`config.mk`:
```
export PLATFORM = sky130hd
export DESIGN_NAME = fpm_bus_master_flat
export DESIGN_NICKNAME = d
export VERILOG_FILES = /design/src/rtl/fpm_bus_master_if.sv /design/src/rtl/fpm_bus_master.sv /design/src/flat_wrapper.sv
export SDC_FILE = /design/constraint.sdc
export NUM_CORES = 1
export LEC_CHECK = 0
export ABC_AREA = 1
export BUFFER_PORTS_ARGS = -buffer_cell sky130_fd_sc_hd__buf_2
export CAP_MARGIN = 0
export CORE_AREA = 2 2 108 110
export CTS_CLUSTER_SIZE = 10
export DETAILED_ROUTE_END_ITERATION = 10
export DIE_AREA = 0 0 110 112
export GPL_TIMING_DRIVEN = 0
export PLACE_DENSITY_LB_ADDON = 0.25
export SYNTH_ARGS = -nofsm -noshare
export SYNTH_HDL_FRONTEND = slang
export SYNTH_SLANG_ARGS = --single-unit
```
`constraint.sdc`:
```
create_clock -name clk -period 1.8 [get_ports clk]
set_input_delay 0.09 -clock clk [delete_from_list [all_inputs] [get_ports clk]]
set_output_delay 0.09 -clock clk [all_outputs]
set_load 0.05 [all_outputs]
```
`src/rtl/fpm_bus_master_if.sv`:
```
// Request, response and register-bus signals of the FPM bus initiator.
// The master modport is the initiator's view; the slave modport is the requester/register side.
interface fpm_bus_master_if;
    logic        req_valid;
    logic        req_ready;
    logic [31:0] req_opa;
    logic [31:0] req_opb;
    logic        resp_valid;
    logic        resp_ready;
    logic [31:0] resp_p;
    logic [5:0]  resp_flags;
    logic        resp_timeout;
    logic [1:0]  bus_a;
    logic        bus_we;
    logic [31:0] bus_wd;
    logic [31:0] bus_rd;

    modport master (
        input  req_valid,
        output req_ready,
        input  req_opa,
        input  req_opb,
        output resp_valid,
        input  resp_ready,
        output resp_p,
        output resp_flags,
        output resp_timeout,
        output bus_a,
        output bus_we,
        output bus_wd,
        input  bus_rd
    );

    modport slave (
        output req_valid,
        input  req_ready,
        output req_opa,
        output req_opb,
        input  resp_valid,
        output resp_ready,
        input  resp_p,
        input  resp_flags,
        input  resp_timeout,
        input  bus_a,
        input  bus_we,
        input  bus_wd,
        output bus_rd
    );
endinterface

```
`src/rtl/fpm_bus_master.sv`:
```
// Bus initiator for the FPM register block: writes both operands, pulses start, polls
// the status word until done (or timeout) and returns the product and flags.
module fpm_bus_master #(
    parameter int unsigned TIMEOUT = 1024,
    parameter int unsigned TW      = 11
) (
    input  logic              clk,
    input  logic              rst,
    fpm_bus_master_if.master  fpm
);

    localparam logic [1:0] AddrA    = 2'd0;
    localparam logic [1:0] AddrB    = 2'd1;
    localparam logic [1:0] AddrP    = 2'd2;
    localparam logic [1:0] AddrCtrl = 2'd3;

    localparam logic [TW-1:0] PollLast = TW'(TIMEOUT - 1);

    typedef enum logic [2:0] {
        StIdle,
        StWrA,
        StWrB,
        StWrGo,
        StWrClr,
        StPoll,
        StRdP,
        StResp
    } state_e;

    state_e        state_q, state_d;
    logic [31:0]   opa_q, opa_d;
    logic [31:0]   opb_q, opb_d;
    logic [TW-1:0] cnt_q, cnt_d;
    logic [5:0]    flags_q, flags_d;
    logic [31:0]   result_q, result_d;
    logic          timeout_q, timeout_d;
    // Holds req_ready low until the first clock after reset release.
    logic          live_q;

    always_ff @(posedge clk or negedge rst) begin
        if (!rst) begin
            state_q   <= StIdle;
            opa_q     <= '0;
            opb_q     <= '0;
            cnt_q     <= '0;
            flags_q   <= '0;
            result_q  <= '0;
            timeout_q <= 1'b0;
            live_q    <= 1'b0;
        end else begin
            state_q   <= state_d;
            opa_q     <= opa_d;
            opb_q     <= opb_d;
            cnt_q     <= cnt_d;
            flags_q   <= flags_d;
            result_q  <= result_d;
            timeout_q <= timeout_d;
            live_q    <= 1'b1;
        end
    end

    always_comb begin
        state_d        = state_q;
        opa_d          = opa_q;
        opb_d          = opb_q;
        cnt_d          = cnt_q;
        flags_d        = flags_q;
        result_d       = result_q;
        timeout_d      = timeout_q;
        fpm.req_ready  = 1'b0;
        fpm.resp_valid = 1'b0;
        fpm.bus_a      = AddrA;
        fpm.bus_we     = 1'b0;
        fpm.bus_wd     = '0;

        unique case (state_q)
            StIdle: begin
                fpm.req_ready = live_q;
                if (live_q && fpm.req_valid) begin
                    opa_d     = fpm.req_opa;
                    opb_d     = fpm.req_opb;
                    timeout_d = 1'b0;
                    state_d   = StWrA;
                end
            end
            StWrA: begin
                fpm.bus_a  = AddrA;
                fpm.bus_we = 1'b1;
                fpm.bus_wd = opa_q;
                state_d    = StWrB;
            end
            StWrB: begin
                fpm.bus_a  = AddrB;
                fpm.bus_we = 1'b1;
                fpm.bus_wd = opb_q;
                state_d    = StWrGo;
            end
            StWrGo: begin
                fpm.bus_a  = AddrCtrl;
                fpm.bus_we = 1'b1;
                fpm.bus_wd = 32'h1;
                state_d    = StWrClr;
            end
            StWrClr: begin
                // Drops the start field; the slave done latch is already clear by now.
                fpm.bus_a  = AddrCtrl;
                fpm.bus_we = 1'b1;
                fpm.bus_wd = 32'h0;
                cnt_d      = '0;
                state_d    = StPoll;
            end
            StPoll: begin
                fpm.bus_a = AddrCtrl;
                if (fpm.bus_rd[0]) begin
                    flags_d = fpm.bus_rd[13:8];
                    state_d = StRdP;
                end else if (cnt_q == PollLast) begin
                    timeout_d = 1'b1;
                    result_d  = '0;
                    flags_d   = '0;
                    state_d   = StResp;
                end else begin
                    cnt_d = cnt_q + TW'(1);
                end
            end
            StRdP: begin
                fpm.bus_a = AddrP;
                result_d  = fpm.bus_rd;
                state_d   = StResp;
            end
            StResp: begin
                fpm.resp_valid = 1'b1;
                if (fpm.resp_ready) begin
                    state_d = StIdle;
                end
            end
            default: begin
                state_d = StIdle;
            end
        endcase
    end

    assign fpm.resp_p       = result_q;
    assign fpm.resp_flags   = flags_q;
    assign fpm.resp_timeout = timeout_q;

endmodule

```
`src/flat_wrapper.sv`:
```
// flat-port wrapper written by rule: the top's interface ports become plain ports
module fpm_bus_master_flat 
#(
    parameter int unsigned TIMEOUT = 1024,
    parameter int unsigned TW      = 11
)
  (clk, rst, fpm_req_valid, fpm_req_ready, fpm_req_opa, fpm_req_opb, fpm_resp_valid, fpm_resp_ready, fpm_resp_p, fpm_resp_flags, fpm_resp_timeout, fpm_bus_a, fpm_bus_we, fpm_bus_wd, fpm_bus_rd);
  fpm_bus_master_if fpm_i ();
  input  logic clk;
  input  logic rst;
  input wire logic [$bits(fpm_i.req_valid)-1:0] fpm_req_valid;
  output wire logic [$bits(fpm_i.req_ready)-1:0] fpm_req_ready;
  input wire logic [$bits(fpm_i.req_opa)-1:0] fpm_req_opa;
  input wire logic [$bits(fpm_i.req_opb)-1:0] fpm_req_opb;
  output wire logic [$bits(fpm_i.resp_valid)-1:0] fpm_resp_valid;
  input wire logic [$bits(fpm_i.resp_ready)-1:0] fpm_resp_ready;
  output wire logic [$bits(fpm_i.resp_p)-1:0] fpm_resp_p;
  output wire logic [$bits(fpm_i.resp_flags)-1:0] fpm_resp_flags;
  output wire logic [$bits(fpm_i.resp_timeout)-1:0] fpm_resp_timeout;
  output wire logic [$bits(fpm_i.bus_a)-1:0] fpm_bus_a;
  output wire logic [$bits(fpm_i.bus_we)-1:0] fpm_bus_we;
  output wire logic [$bits(fpm_i.bus_wd)-1:0] fpm_bus_wd;
  input wire logic [$bits(fpm_i.bus_rd)-1:0] fpm_bus_rd;
  assign fpm_i.req_valid = fpm_req_valid;
  assign fpm_req_ready = fpm_i.req_ready;
  assign fpm_i.req_opa = fpm_req_opa;
  assign fpm_i.req_opb = fpm_req_opb;
  assign fpm_resp_valid = fpm_i.resp_valid;
  assign fpm_i.resp_ready = fpm_resp_ready;
  assign fpm_resp_p = fpm_i.resp_p;
  assign fpm_resp_flags = fpm_i.resp_flags;
  assign fpm_resp_timeout = fpm_i.resp_timeout;
  assign fpm_bus_a = fpm_i.bus_a;
  assign fpm_bus_we = fpm_i.bus_we;
  assign fpm_bus_wd = fpm_i.bus_wd;
  assign fpm_i.bus_rd = fpm_bus_rd;
  fpm_bus_master #(.TIMEOUT(TIMEOUT), .TW(TW)) u_core (.clk(clk), .rst(rst), .fpm(fpm_i));
endmodule
```
==> results.py <==
metrics = {
    "sta": {
        "setup_tns_ns": -1.81,
        "hold_violations": 0,
        "setup_ws_ns": -0.0902,
        "relSlewSlack": 0.658,
        "finalSetupViolCount": 35,
        "holdWs_ns": 0.00950,
        "worstMarginPinSlew_ns": 0.512,
        "period_needed_ns": 1.89,
        "timing.fmax_ghz": 0.529,
        "maxSlewViolCount": 0,
        "finalCritPeriodShare": 1.05,
        "fin_skew_ns": 0.00787,
        "rsz0062_at_grt": "yes",
    },
    "global_routing": {
        "grt_pass1_wl_um": 30100,
        "grt.busiest_layer": "met2",
        "antenna_found_initial": 0,
        "met2_usage": 0.532,
        "met1_usage": 0.370,
        "grt_util_met3": 0.0796,
        "grt_pass1_vias": 6198,
        "grt_max_degree": 72,
        "grt_usage": 0.316,
        "grt.overflow.total": 0,
    },
    "worst_setup_path": {
        "r2r_end": "u_core.state_q[0]$_DFFE_PN0P_",
        "arrival_ns": 1.80,
        "crit_path_cell_trace": "inv_2, ha_4, nand2_4, inv_8, clkbuf_8, a22o_1, buf_6",
        "crit_cells": 7,
        "critPathCapture": "fpm_bus_wd[28]",
        "required_ns": 1.71,
        "crit_path_start": "u_core.state_q[1]$_DFFE_PN0P_",
        "end_kind": "output port",
        "path_max_fanout": 6,
        "cp-start-kind": "register",
        "critPathMaxStageDelay_ns": 0.39,
        "ff2ff_path_depth": 12,
        "r2r_slack_ns": -0.04,
        "path_delay_family": "buffers and inverters",
        "cp_slowest_cell": "dfrtp_1",
        "crit_buf_inv": 4,
        "reg2reg_from": "u_core.state_q[1]$_DFFE_PN0P_",
        "path_class": "register to output port",
    },
    "route": {
        "routed_wl_um": 19700,
        "drc": 0,
        "vias": 6112,
        "firstDrtPassIters": 6,
        "wl_per_cell_um": 17.8,
        "ant_nets": 0,
        "drt_iter0_drc": 541,
        "vias_per_cell": 5.53,
    },
    "flow_run": {
        "drv_cap": 0,
    },
    "logic_synthesis": {
        "syn_inst": 654,
        "syn_area_um2": 5520,
        "yosysTopAreaCell": "dfrtp_1",
        "yosysTopAreaCellShare": 0.535,
        "ys_top_cells_by_count": "nand2_1, dfrtp_1, nand3_1",
        "syn_nets": 759,
        "synthTopCellsByArea": "dfrtp_1, nand2_1, nand3_1",
        "synth-main-ff-cell": "dfrtp_1",
        "async_flop_share": 1.00,
        "synth.most_common_cell": "nand2_1",
        "yosysUniqueCellTypes": 27,
        "synth_seq_area_share": 0.535,
        "avgSynthCellArea_um2": 8.44,
        "ys_warn_count": 0,
        "ys_ff_latch": 118,
        "synth-edff-count": 0,
    },
    "floorplan": {
        "io_pins": 176,
        "die_y_um": 112,
        "core_um2": 11200,
        "rows": 39,
        "initial_core_util": 0.494,
        "die_area_um2": 12300,
        "dieWidth_um": 110,
    },
    "layout": {
        "diodes": 0,
        "syn_to_final_growth_pct": 60.0,
        "instances_no_fill": 1106,
        "drive_gt1_frac": 0.324,
        "final_util": 0.791,
        "fin_nets": 1057,
    },
    "clock_network": {
        "clock_path_buffers": 2,
        "clock_latency_ns": 0.41,
        "clk_pin_slew_ns": 0.05,
        "htree_levels": 4,
        "cts-buffers-inserted": 17,
        "clock_sinks": 118,
        "clockRootBuffer": "clkbuf_16",
        "cts_tree": "built",
    },
    "placed_design": {
        "portBuffers": 175,
        "dpl.cell_count": 973,
        "dp_hpwl_um": 10700,
        "gp_congestion": 0.825,
    },
    "run_status": {
        "failed_checks": "setup timing",
        "status": "finished, violations left",
    },
    "power": {
        "power_density_nw_per_um2": 1830,
        "p_leak_nw": 4.74,
        "power_mw": 16.2,
        "ir_worst_vdd_uv": 1340,
    },
    "worst_hold_path": {
        "hold_start": "fpm_bus_rd[7]",
        "holdCritPathClass": "primary input to register",
    },
}
metal layers:
metal / wire [µm] / share of wire / vias up
met4: 1010 / 0.051 / 0
li1: - / - / 2724
met3: 1620 / 0.082 / 93
met1: 7320 / 0.37 / 2893
met5: 0 / 0 / -
met2: 9730 / 0.49 / 402
tightest hold or removal path, cell delays in order:
cell	delay [ns]
buf_2	0.10
nand2_1	0.05
nand3b_1	0.09
nand2_1	0.05
final cells by class:
cell class / instances / area [µm²]
sequential: 118 / 2960
multi-input combinational: 470 / 2460
fill: 689 / 2340
timing repair buffer: 279 / 2140
clock buffer: 21 / 470
buffer: 39 / 347
tap: 143 / 179
clock inverter: 9 / 150
inverter: 27 / 126
state kept, by name (all words and copies together), names as in the netlist:
signal                   flops
u_core.fpm.resp_flags        6
u_core.opb_q                32
u_core.fpm.resp_p           32
u_core.cnt_q                11
u_core.opa_q                32
u_core.fpm.resp_timeout      1
u_core.live_q                1
u_core.state_q               3
cells by family (layout without fill, tap and decap cells):
| kind of cell | after synthesis | after routing | synth area share |
|---|---|---|---|
| simple gates | 408 | 408 | 0.324 |
| flops | 118 | 118 | 0.535 |
| buf+inv | 66 | 375 | 0.0533 |
| compound gates | 51 | 51 | 0.0678 |
| fa+ha+maj | 5 | 5 | 0.0113 |
| xor+xnor | 5 | 5 | 0.00793 |
| other cells | 1 | 1 | 0.000679 |
worst min path at each step:
stage	cells past startpoint	end
detailed placement	1	u_core.fpm.resp_p[4]$_DFFE_PN0P_
finish	4	u_core.fpm.resp_p[7]$_DFFE_PN0P_
global route	4	u_core.fpm.resp_p[7]$_DFFE_PN0P_
global placement	3	u_core.opb_q[25]$_DFFE_PN0P_
CTS	4	u_core.fpm.resp_p[7]$_DFFE_PN0P_
floorplan	0	u_core.cnt_q[0]$_DFFE_PN0P_
metrics by stage:
step	cell area (µm²)	setup slack (ns)
after CTS	8600	-0.0790
after detailed placement	6610	-0.294
after floorplan	5520	0.0773
after global placement	6580	-0.824
after global routing	8830	-0.154
final	8830	-0.0902
cells in the final DEF, fill, tap and decap left out, types with 9 or more instances in the layout:
cell type / netlist / final
a22o_1: 31 / 24
buf_2: 7 / 141
buf_4: 4 / 31
buf_6: 3 / 41
clkbuf_16: 0 / 21
dfrtp_1: 118 / 116
dlygate4sd3_1: 0 / 74
inv_1: 24 / 14
inv_2: 3 / 9
nand2_1: 265 / 257
nand3_1: 88 / 87
nand3b_1: 25 / 25
nor2_1: 20 / 15
o21ai_0: 11 / 11
power breakdown:
| part | switching, mW | internal, mW | total, mW |
|---|---|---|---|
| registers | 0.747 | 3.70 | 4.45 |
| logic | 5.29 | 2.87 | 8.15 |
| clock network | 1.20 | 2.40 | 3.60 |
timing repair:
| action | CTS | global route |
|---|---|---|
| gates resized for setup | 153 | 41 |
| hold buffers | 74 | 0 |
| pin swaps | 28 | 9 |
| hold endpoints to repair | 120 | 0 |
| cloned | 3 | 2 |
| endpoints found under the setup margin | 130 | 144 |
| setup buffers | 13 | 11 |
No activity file was read; power rests on OpenSTA's default activity.
